==> src/rtl/cpu2wb_byte_pkg.sv <==
// Shared definitions for the CPU-to-byte-Wishbone bridge: FSM encoding and lane constants.
package cpu2wb_byte_pkg;

    localparam int          NLANE    = 4;
    localparam int          LANE_W   = $clog2(NLANE);
    localparam logic [7:0]  ERR_BYTE = 8'hFF;

    typedef enum logic [1:0] {
        S_IDLE = 2'd0,
        S_REQ  = 2'd1,
        S_GAP  = 2'd2,
        S_DONE = 2'd3
    } state_t;

endpackage

==> src/rtl/cpu2wb_byte_if.sv <==
// Single-byte Wishbone bus between the bridge (master) and a register slave.
interface cpu2wb_byte_if #(
    parameter int ASIZE = 2,
    parameter int DSIZE = 8
) ();
    logic [ASIZE-1:0] adr;
    logic             stb;
    logic             we;
    logic [DSIZE-1:0] dat_w;
    logic             ack;
    logic [DSIZE-1:0] dat_r;

    modport master (output adr, stb, we, dat_w, input ack, dat_r);
    modport slave  (input adr, stb, we, dat_w, output ack, dat_r);
endinterface

==> src/rtl/cpu2wb_byte_lane_pick.sv <==
// Find-first-set over the pending-lane mask; lowest lane wins so lanes go out in ascending order.
module cpu2wb_byte_lane_pick
    import cpu2wb_byte_pkg::*;
(
    input  logic [NLANE-1:0]  i_mask,
    output logic              o_valid,
    output logic [LANE_W-1:0] o_idx
);
    always_comb begin
        o_valid = |i_mask;
        o_idx   = '0;
        if      (i_mask[0]) o_idx = 2'd0;
        else if (i_mask[1]) o_idx = 2'd1;
        else if (i_mask[2]) o_idx = 2'd2;
        else if (i_mask[3]) o_idx = 2'd3;
    end
endmodule

==> src/rtl/cpu2wb_byte.sv <==
// Splits one 32-bit CPU access into single-byte Wishbone cycles, one lane per slave register,
// with a no-ack timeout that completes the CPU access with an error flag.
module cpu2wb_byte
    import cpu2wb_byte_pkg::*;
#(
    parameter int ASIZE   = 2,
    parameter int DSIZE   = 8,
    parameter int TIMEOUT = 15
) (
    input  logic          i_clk,
    input  logic          i_rst,
    input  logic          i_mem_valid,
    input  logic [31:0]   i_mem_wdata,
    input  logic [3:0]    i_mem_wstrb,
    output logic          o_mem_ready,
    output logic [31:0]   o_mem_rdata,
    output logic          o_mem_err,
    cpu2wb_byte_if.master wb
);
    localparam int CW = $clog2(TIMEOUT + 1);

    state_t                        r_state, w_state_nxt;
    logic [NLANE-1:0]              r_mask;
    logic [NLANE-1:0][DSIZE-1:0]   r_wdata;
    logic [NLANE-1:0][DSIZE-1:0]   r_rdata;
    logic                          r_we;
    logic                          r_err;
    logic [CW-1:0]                 r_cnt;

    logic                          w_valid;
    logic [LANE_W-1:0]             w_idx;
    logic                          w_take;
    logic                          w_tmo;
    logic                          w_stb;
    logic                          w_ready;
    logic [ASIZE-1:0]              w_adr;
    logic [DSIZE-1:0]              w_dat;

    cpu2wb_byte_lane_pick u_lane_pick (
        .i_mask  (r_mask),
        .o_valid (w_valid),
        .o_idx   (w_idx)
    );

    always_ff @(posedge i_clk) begin
        // NOTE: sequential state uses non-blocking assignments so every register samples pre-edge values.
        if (i_rst) r_state <= S_IDLE;
        else       r_state <= w_state_nxt;
    end

    always_comb begin
        // NOTE: every output gets a default first; a missed branch would otherwise infer a latch.
        w_state_nxt = r_state;
        w_stb       = 1'b0;
        w_adr       = '0;
        w_dat       = '0;
        w_take      = 1'b0;
        w_tmo       = 1'b0;
        w_ready     = 1'b0;
        case (r_state)
            S_IDLE: if (i_mem_valid) w_state_nxt = S_REQ;
            S_REQ: begin
                w_stb = 1'b1;
                w_adr = ASIZE'(w_idx);
                w_dat = r_we ? r_wdata[w_idx] : '0;
                // An ack arriving on the expiry cycle still wins over the timeout.
                if (wb.ack) begin
                    w_take      = 1'b1;
                    w_state_nxt = S_GAP;
                end else if (r_cnt == CW'(TIMEOUT - 1)) begin
                    w_tmo       = 1'b1;
                    w_state_nxt = S_DONE;
                end
            end
            S_GAP:   w_state_nxt = w_valid ? S_REQ : S_DONE;
            S_DONE: begin
                w_ready     = 1'b1;
                w_state_nxt = S_IDLE;
            end
            default: w_state_nxt = S_IDLE;
        endcase
    end

    always_ff @(posedge i_clk) begin
        if (i_rst) begin
            r_mask  <= '0;
            r_wdata <= '0;
            r_rdata <= '0;
            r_we    <= 1'b0;
            r_err   <= 1'b0;
            r_cnt   <= '0;
        end else begin
            r_cnt <= (r_state == S_REQ) ? r_cnt + CW'(1) : '0;
            if (r_state == S_IDLE && i_mem_valid) begin
                r_wdata <= i_mem_wdata;
                r_we    <= |i_mem_wstrb;
                r_mask  <= (|i_mem_wstrb) ? i_mem_wstrb : {NLANE{1'b1}};
                r_rdata <= '0;
                r_err   <= 1'b0;
            end
            if (w_take) begin
                r_mask[w_idx] <= 1'b0;
                if (!r_we) r_rdata[w_idx] <= wb.dat_r;
            end
            if (w_tmo) begin
                r_err  <= 1'b1;
                r_mask <= '0;
                for (int i = 0; i < NLANE; i++) begin
                    if (!r_we && r_mask[i]) r_rdata[i] <= DSIZE'(ERR_BYTE);
                end
            end
        end
    end

    assign wb.stb      = w_stb;
    assign wb.adr      = w_adr;
    assign wb.we       = w_stb & r_we;
    assign wb.dat_w    = w_dat;
    assign o_mem_ready = w_ready;
    assign o_mem_rdata = r_rdata;
    assign o_mem_err   = r_err;
endmodule

==> src/flat_wrapper.sv <==
// flat-port wrapper written by rule: the top's interface ports become plain ports
module cpu2wb_byte_flat import cpu2wb_byte_pkg::*;
#(
    parameter int ASIZE   = 2,
    parameter int DSIZE   = 8,
    parameter int TIMEOUT = 15
)
  (i_clk, i_rst, i_mem_valid, i_mem_wdata, i_mem_wstrb, o_mem_ready, o_mem_rdata, o_mem_err, wb_adr, wb_stb, wb_we, wb_dat_w, wb_ack, wb_dat_r);
  cpu2wb_byte_if #(.ASIZE(ASIZE), .DSIZE(DSIZE)) wb_i ();
  input  logic i_clk;
  input  logic i_rst;
  input  logic i_mem_valid;
  input  logic [31:0] i_mem_wdata;
  input  logic [3:0] i_mem_wstrb;
  output logic o_mem_ready;
  output logic [31:0] o_mem_rdata;
  output logic o_mem_err;
  output wire logic [$bits(wb_i.adr)-1:0] wb_adr;
  output wire logic [$bits(wb_i.stb)-1:0] wb_stb;
  output wire logic [$bits(wb_i.we)-1:0] wb_we;
  output wire logic [$bits(wb_i.dat_w)-1:0] wb_dat_w;
  input wire logic [$bits(wb_i.ack)-1:0] wb_ack;
  input wire logic [$bits(wb_i.dat_r)-1:0] wb_dat_r;
  assign wb_adr = wb_i.adr;
  assign wb_stb = wb_i.stb;
  assign wb_we = wb_i.we;
  assign wb_dat_w = wb_i.dat_w;
  assign wb_i.ack = wb_ack;
  assign wb_i.dat_r = wb_dat_r;
  cpu2wb_byte #(.ASIZE(ASIZE), .DSIZE(DSIZE), .TIMEOUT(TIMEOUT)) u_core (.i_clk(i_clk), .i_rst(i_rst), .i_mem_valid(i_mem_valid), .i_mem_wdata(i_mem_wdata), .i_mem_wstrb(i_mem_wstrb), .o_mem_ready(o_mem_ready), .o_mem_rdata(o_mem_rdata), .o_mem_err(o_mem_err), .wb(wb_i));
endmodule
==> config.mk <==
export PLATFORM = sky130hd
export DESIGN_NAME = cpu2wb_byte_flat
export DESIGN_NICKNAME = d
export VERILOG_FILES = /design/src/rtl/cpu2wb_byte_pkg.sv /design/src/rtl/cpu2wb_byte_if.sv /design/src/rtl/cpu2wb_byte_lane_pick.sv /design/src/rtl/cpu2wb_byte.sv /design/src/flat_wrapper.sv
export SDC_FILE = /design/constraint.sdc
export NUM_CORES = 1
export LEC_CHECK = 0
export CAP_MARGIN = 0
export CORE_AREA = 2 2 74 104
export CTS_BUF_LIST = sky130_fd_sc_hd__clkbuf_2 sky130_fd_sc_hd__clkbuf_4 sky130_fd_sc_hd__clkbuf_8
export DETAILED_ROUTE_END_ITERATION = 10
export DIE_AREA = 0 0 76 106
export PLACE_DENSITY = 0.81
export SYNTH_ARGS = -nofsm -noshare
export SYNTH_HDL_FRONTEND = slang
export SYNTH_HIERARCHICAL = 1
export SYNTH_SLANG_ARGS = --single-unit
==> constraint.sdc <==
create_clock -name i_clk -period 3.54 [get_ports i_clk]
set_clock_uncertainty 0.2 [all_clocks]
set_input_delay 0.531 -clock i_clk [delete_from_list [all_inputs] [get_ports i_clk]]
set_output_delay 0.531 -clock i_clk [all_outputs]
set_load 0.01 [all_outputs]
==> results <==
==> kinds of logic (layout without fill, tap and decap cells) <==
family,after synthesis,in the layout
simple gates,155,155
compound gates,107,107
flops,76,76
buf+inv,46,119
mux,8,8
fa+ha+maj,2,2
xor+xnor,2,2
==> power by group <==
group          internal, mW  switching (mW)
Sequential            0.892          0.0292
Clock                 0.402           0.304
Combinational         0.147           0.192
==> routing by layer <==
layer | part of all wire, % | global-route usage, %
met5 | 0 | 0
met2 | 52 | 42.9
met3 | 6.4 | 4.92
met1 | 40 | 27.5
met4 | 2.2 | 8.05
==> critical path, delay by kind of cell (launching register included) <==
| family | cells | cell delay [ns] |
|---|---|---|
| AO/OA/AOI/OAI | 1 | 0.44 |
| buffers and inverters | 1 | 0.47 |
| flip-flops | 1 | 0.33 |
| multiplexers | 1 | 0.57 |
| AND/OR/NAND/NOR | 2 | 0.37 |
==> worst min path at each step <==
stage                                          from  slack (ns)                         endpoint
finish              u_core/r_wdata[20]$_SDFFE_PP0P_        0.25  u_core/r_wdata[20]$_SDFFE_PP0P_
global route        u_core/r_wdata[29]$_SDFFE_PP0P_        0.27  u_core/r_wdata[29]$_SDFFE_PP0P_
CTS                 u_core/r_wdata[30]$_SDFFE_PP0P_        0.26  u_core/r_wdata[30]$_SDFFE_PP0P_
detailed placement  u_core/r_wdata[30]$_SDFFE_PP0P_        0.25  u_core/r_wdata[30]$_SDFFE_PP0P_
global placement    u_core/r_wdata[25]$_SDFFE_PP0P_        0.24  u_core/r_wdata[25]$_SDFFE_PP0P_
floorplan           u_core/r_wdata[16]$_SDFFE_PP0P_        0.23  u_core/r_wdata[16]$_SDFFE_PP0P_
==> layout make-up <==
| class | instances | area, µm² | share of cell area, % |
|---|---|---|---|
| Clock buffer | 13 | 179 | 3.93 |
| Timing Repair Buffer | 99 | 971 | 21.3 |
| Clock inverter | 3 | 42.5 | 0.934 |
| Inverter | 4 | 15.0 | 0.329 |
| Multi-Input combinational cell | 274 | 1710 | 37.5 |
| Tap cell | 97 | 121 | 2.66 |
| Sequential cell | 76 | 1520 | 33.4 |
==> registers in the layout (all words and copies together) (netlist names) <==
signal / cells
u_core/r_mask: 4
u_core/o_mem_err: 1
u_core/r_we: 1
u_core/r_state: 2
u_core/o_mem_rdata: 32
u_core/r_cnt: 4
u_core/r_wdata: 32
==> Yosys cell counts, types with 3 or more instances <==
cell | count | area share (%)
a21oi_1 | 34 | 4.9
a31oi_1 | 33 | 5.9
and2_1 | 3 | 0.54
and3_1 | 8 | 1.4
buf_2 | 10 | 1.4
buf_4 | 7 | 1.5
buf_6 | 6 | 1.9
clkbuf_1 | 18 | 1.9
dfxtp_1 | 76 | 44
inv_1 | 4 | 0.43
mux4_2 | 8 | 5.2
nand2_1 | 70 | 7.6
nand2b_1 | 5 | 0.90
nand3_1 | 17 | 2.5
nand4_1 | 12 | 2.2
nand4b_1 | 8 | 2.0
nor2_1 | 8 | 0.86
nor3_1 | 13 | 1.9
o211ai_1 | 32 | 6.9
o22ai_1 | 4 | 0.72
==> stage by stage <==
stage | hold WS, ns | instances | util (%) | power (mW)
2_1_floorplan | 0.233 | 396 | - | 1.17
3_3_place_gp | 0.241 | 550 | 60.3 | 1.27
3_5_place_dp | 0.246 | 550 | 60.3 | 1.27
4_1_cts | 0.256 | 566 | 63.4 | 1.97
5_1_grt | 0.275 | 566 | 63.5 | 2.04
6_report | 0.255 | 566 | 63.5 | 1.97
==> results_dict.tcl <==
set metrics [dict create \
    status "complete, no violations" \
    port_buffers 93 \
    syn_nets 446 \
    regToRegSetupSlack_ns 0.95 \
    r2r_cells 6 \
    vias 3288 \
    die_x_um 76 \
    place.gp.congestion 0.839 \
    synth_xor_area_share_pct 0.505 \
    clock_sinks 76 \
    cts_made_buffers 9 \
    synth_fa_ha_area_share_pct 0.721 \
    drc 0 \
    slew_violations 0 \
    cap_violations 0 \
    rsz0062_at_grt "false" \
    layout_min_cycle_time_ns 3.25 \
    final.setup.tns_ns 0 \
    nets 514 \
    die_area_mm2 0.00806 \
    slew_headroom_pct 47.9 \
    grt-ovfl-total 0 \
    power_density_mw_per_mm2 431 \
    core_mm2 0.00718 \
    setup_slack_ns 0.286 \
    layout_common_cells "92 x clkdlybuf4s50_1, 76 x dfxtp_1, 70 x nand2_1, 34 x a21oi_1, 33 x a31oi_1" \
    synthSimpleGateAreaFrac_pct 22.8 \
    die_y_um 106 \
    async_flop_share_pct 0 \
    cp_max_fo 9 \
    crit_required_ns 2.81 \
    drt.antenna.violating_nets 0 \
    fmax_mhz 307 \
    viasPerCell 5.81 \
    cpPeakStageDelay_ns 0.57 \
    r2r-end "u_core/o_mem_rdata[22]$_SDFF_PP0_" \
    path_cells "nand2b_1 -> a21oi_4 -> mux4_2 -> and3_1 -> clkdlybuf4s50_1" \
    ioPinCount 94 \
    fill_cells 598 \
    critPathLaunch "u_core/r_mask[2]$_SDFF_PP0_" \
    hold_path_class "register to register" \
    hold_violations 0 \
    yosys_warnings 6 \
    synth_cell_type_count 39 \
    finalSetupViolCount 0 \
    seq_area_frac_synth_pct 43.8 \
    place_area_mm2 0.00433 \
    drive_gt1_share_pct 7.89 \
    drtIter0Drc 204 \
    crit_type "register to primary output" \
    synth_edf_count 0 \
    synth_area_per_cell_um2 8.77 \
    final_common_cell "clkdlybuf4s50_1" \
    grt.total_usage_pct 23.6 \
    tritoncts "yes" \
    area_delta_synth_final_pct 31.2 \
    antenna_cells 0 \
    dr.pass1.iters 5 \
    wire_per_inst_um 16.7 \
    synth_top_family_by_area "simple AND/OR/NAND/NOR gates" \
    synth_top_flop_cell "dfxtp_1" \
    rows 37 \
    grt_pass1_vias 3229 \
    cts.repair.resized 0 \
    rr_startpoint "u_core/r_mask[3]$_SDFF_PP0_" \
    wirelength_mm 9.48 \
    startpoint_type "register" \
    holdBufCountCts 0 \
    endpoint "wb_dat_w[3]" \
    synth_compound_area_share_pct 19.5 \
    syn_area_mm2 0.00347 \
    clk_latency_ns 0.34 \
    grt_max_degree 40 \
    vdd_drop_max_mv 0.199 \
    start_util_pct 48.4 \
    fin_crit_sh_pct 91.9 \
    grt_pass1_wl_mm 15.4 \
    p_leak_nw 1.54 \
    cts_htree_levels 3 \
    synthMuxAreaShare_pct 5.19 \
    cts.path.max_buffers 2 \
    synthCells 396 \
    worstHoldPathCells 2 \
    cp.arrival_ns 2.52 \
    place_ws_ns 0.416 \
    endpoint_kind "primary output" \
    dp_hpwl_mm 6.56 \
    ys_ff_latch 76 \
    worst_pin_slew_ns 0.778 \
    antenna_found_initial 0 \
    cts_root_buffer "clkbuf_8" \
    slowest_stage "mux4_2" \
    path_clk_slew_ns 0.08 \
    cts_setup_buffers 0 \
    fin_area_mm2 0.00456 \
]
Power figures use the tool's default switching activity.
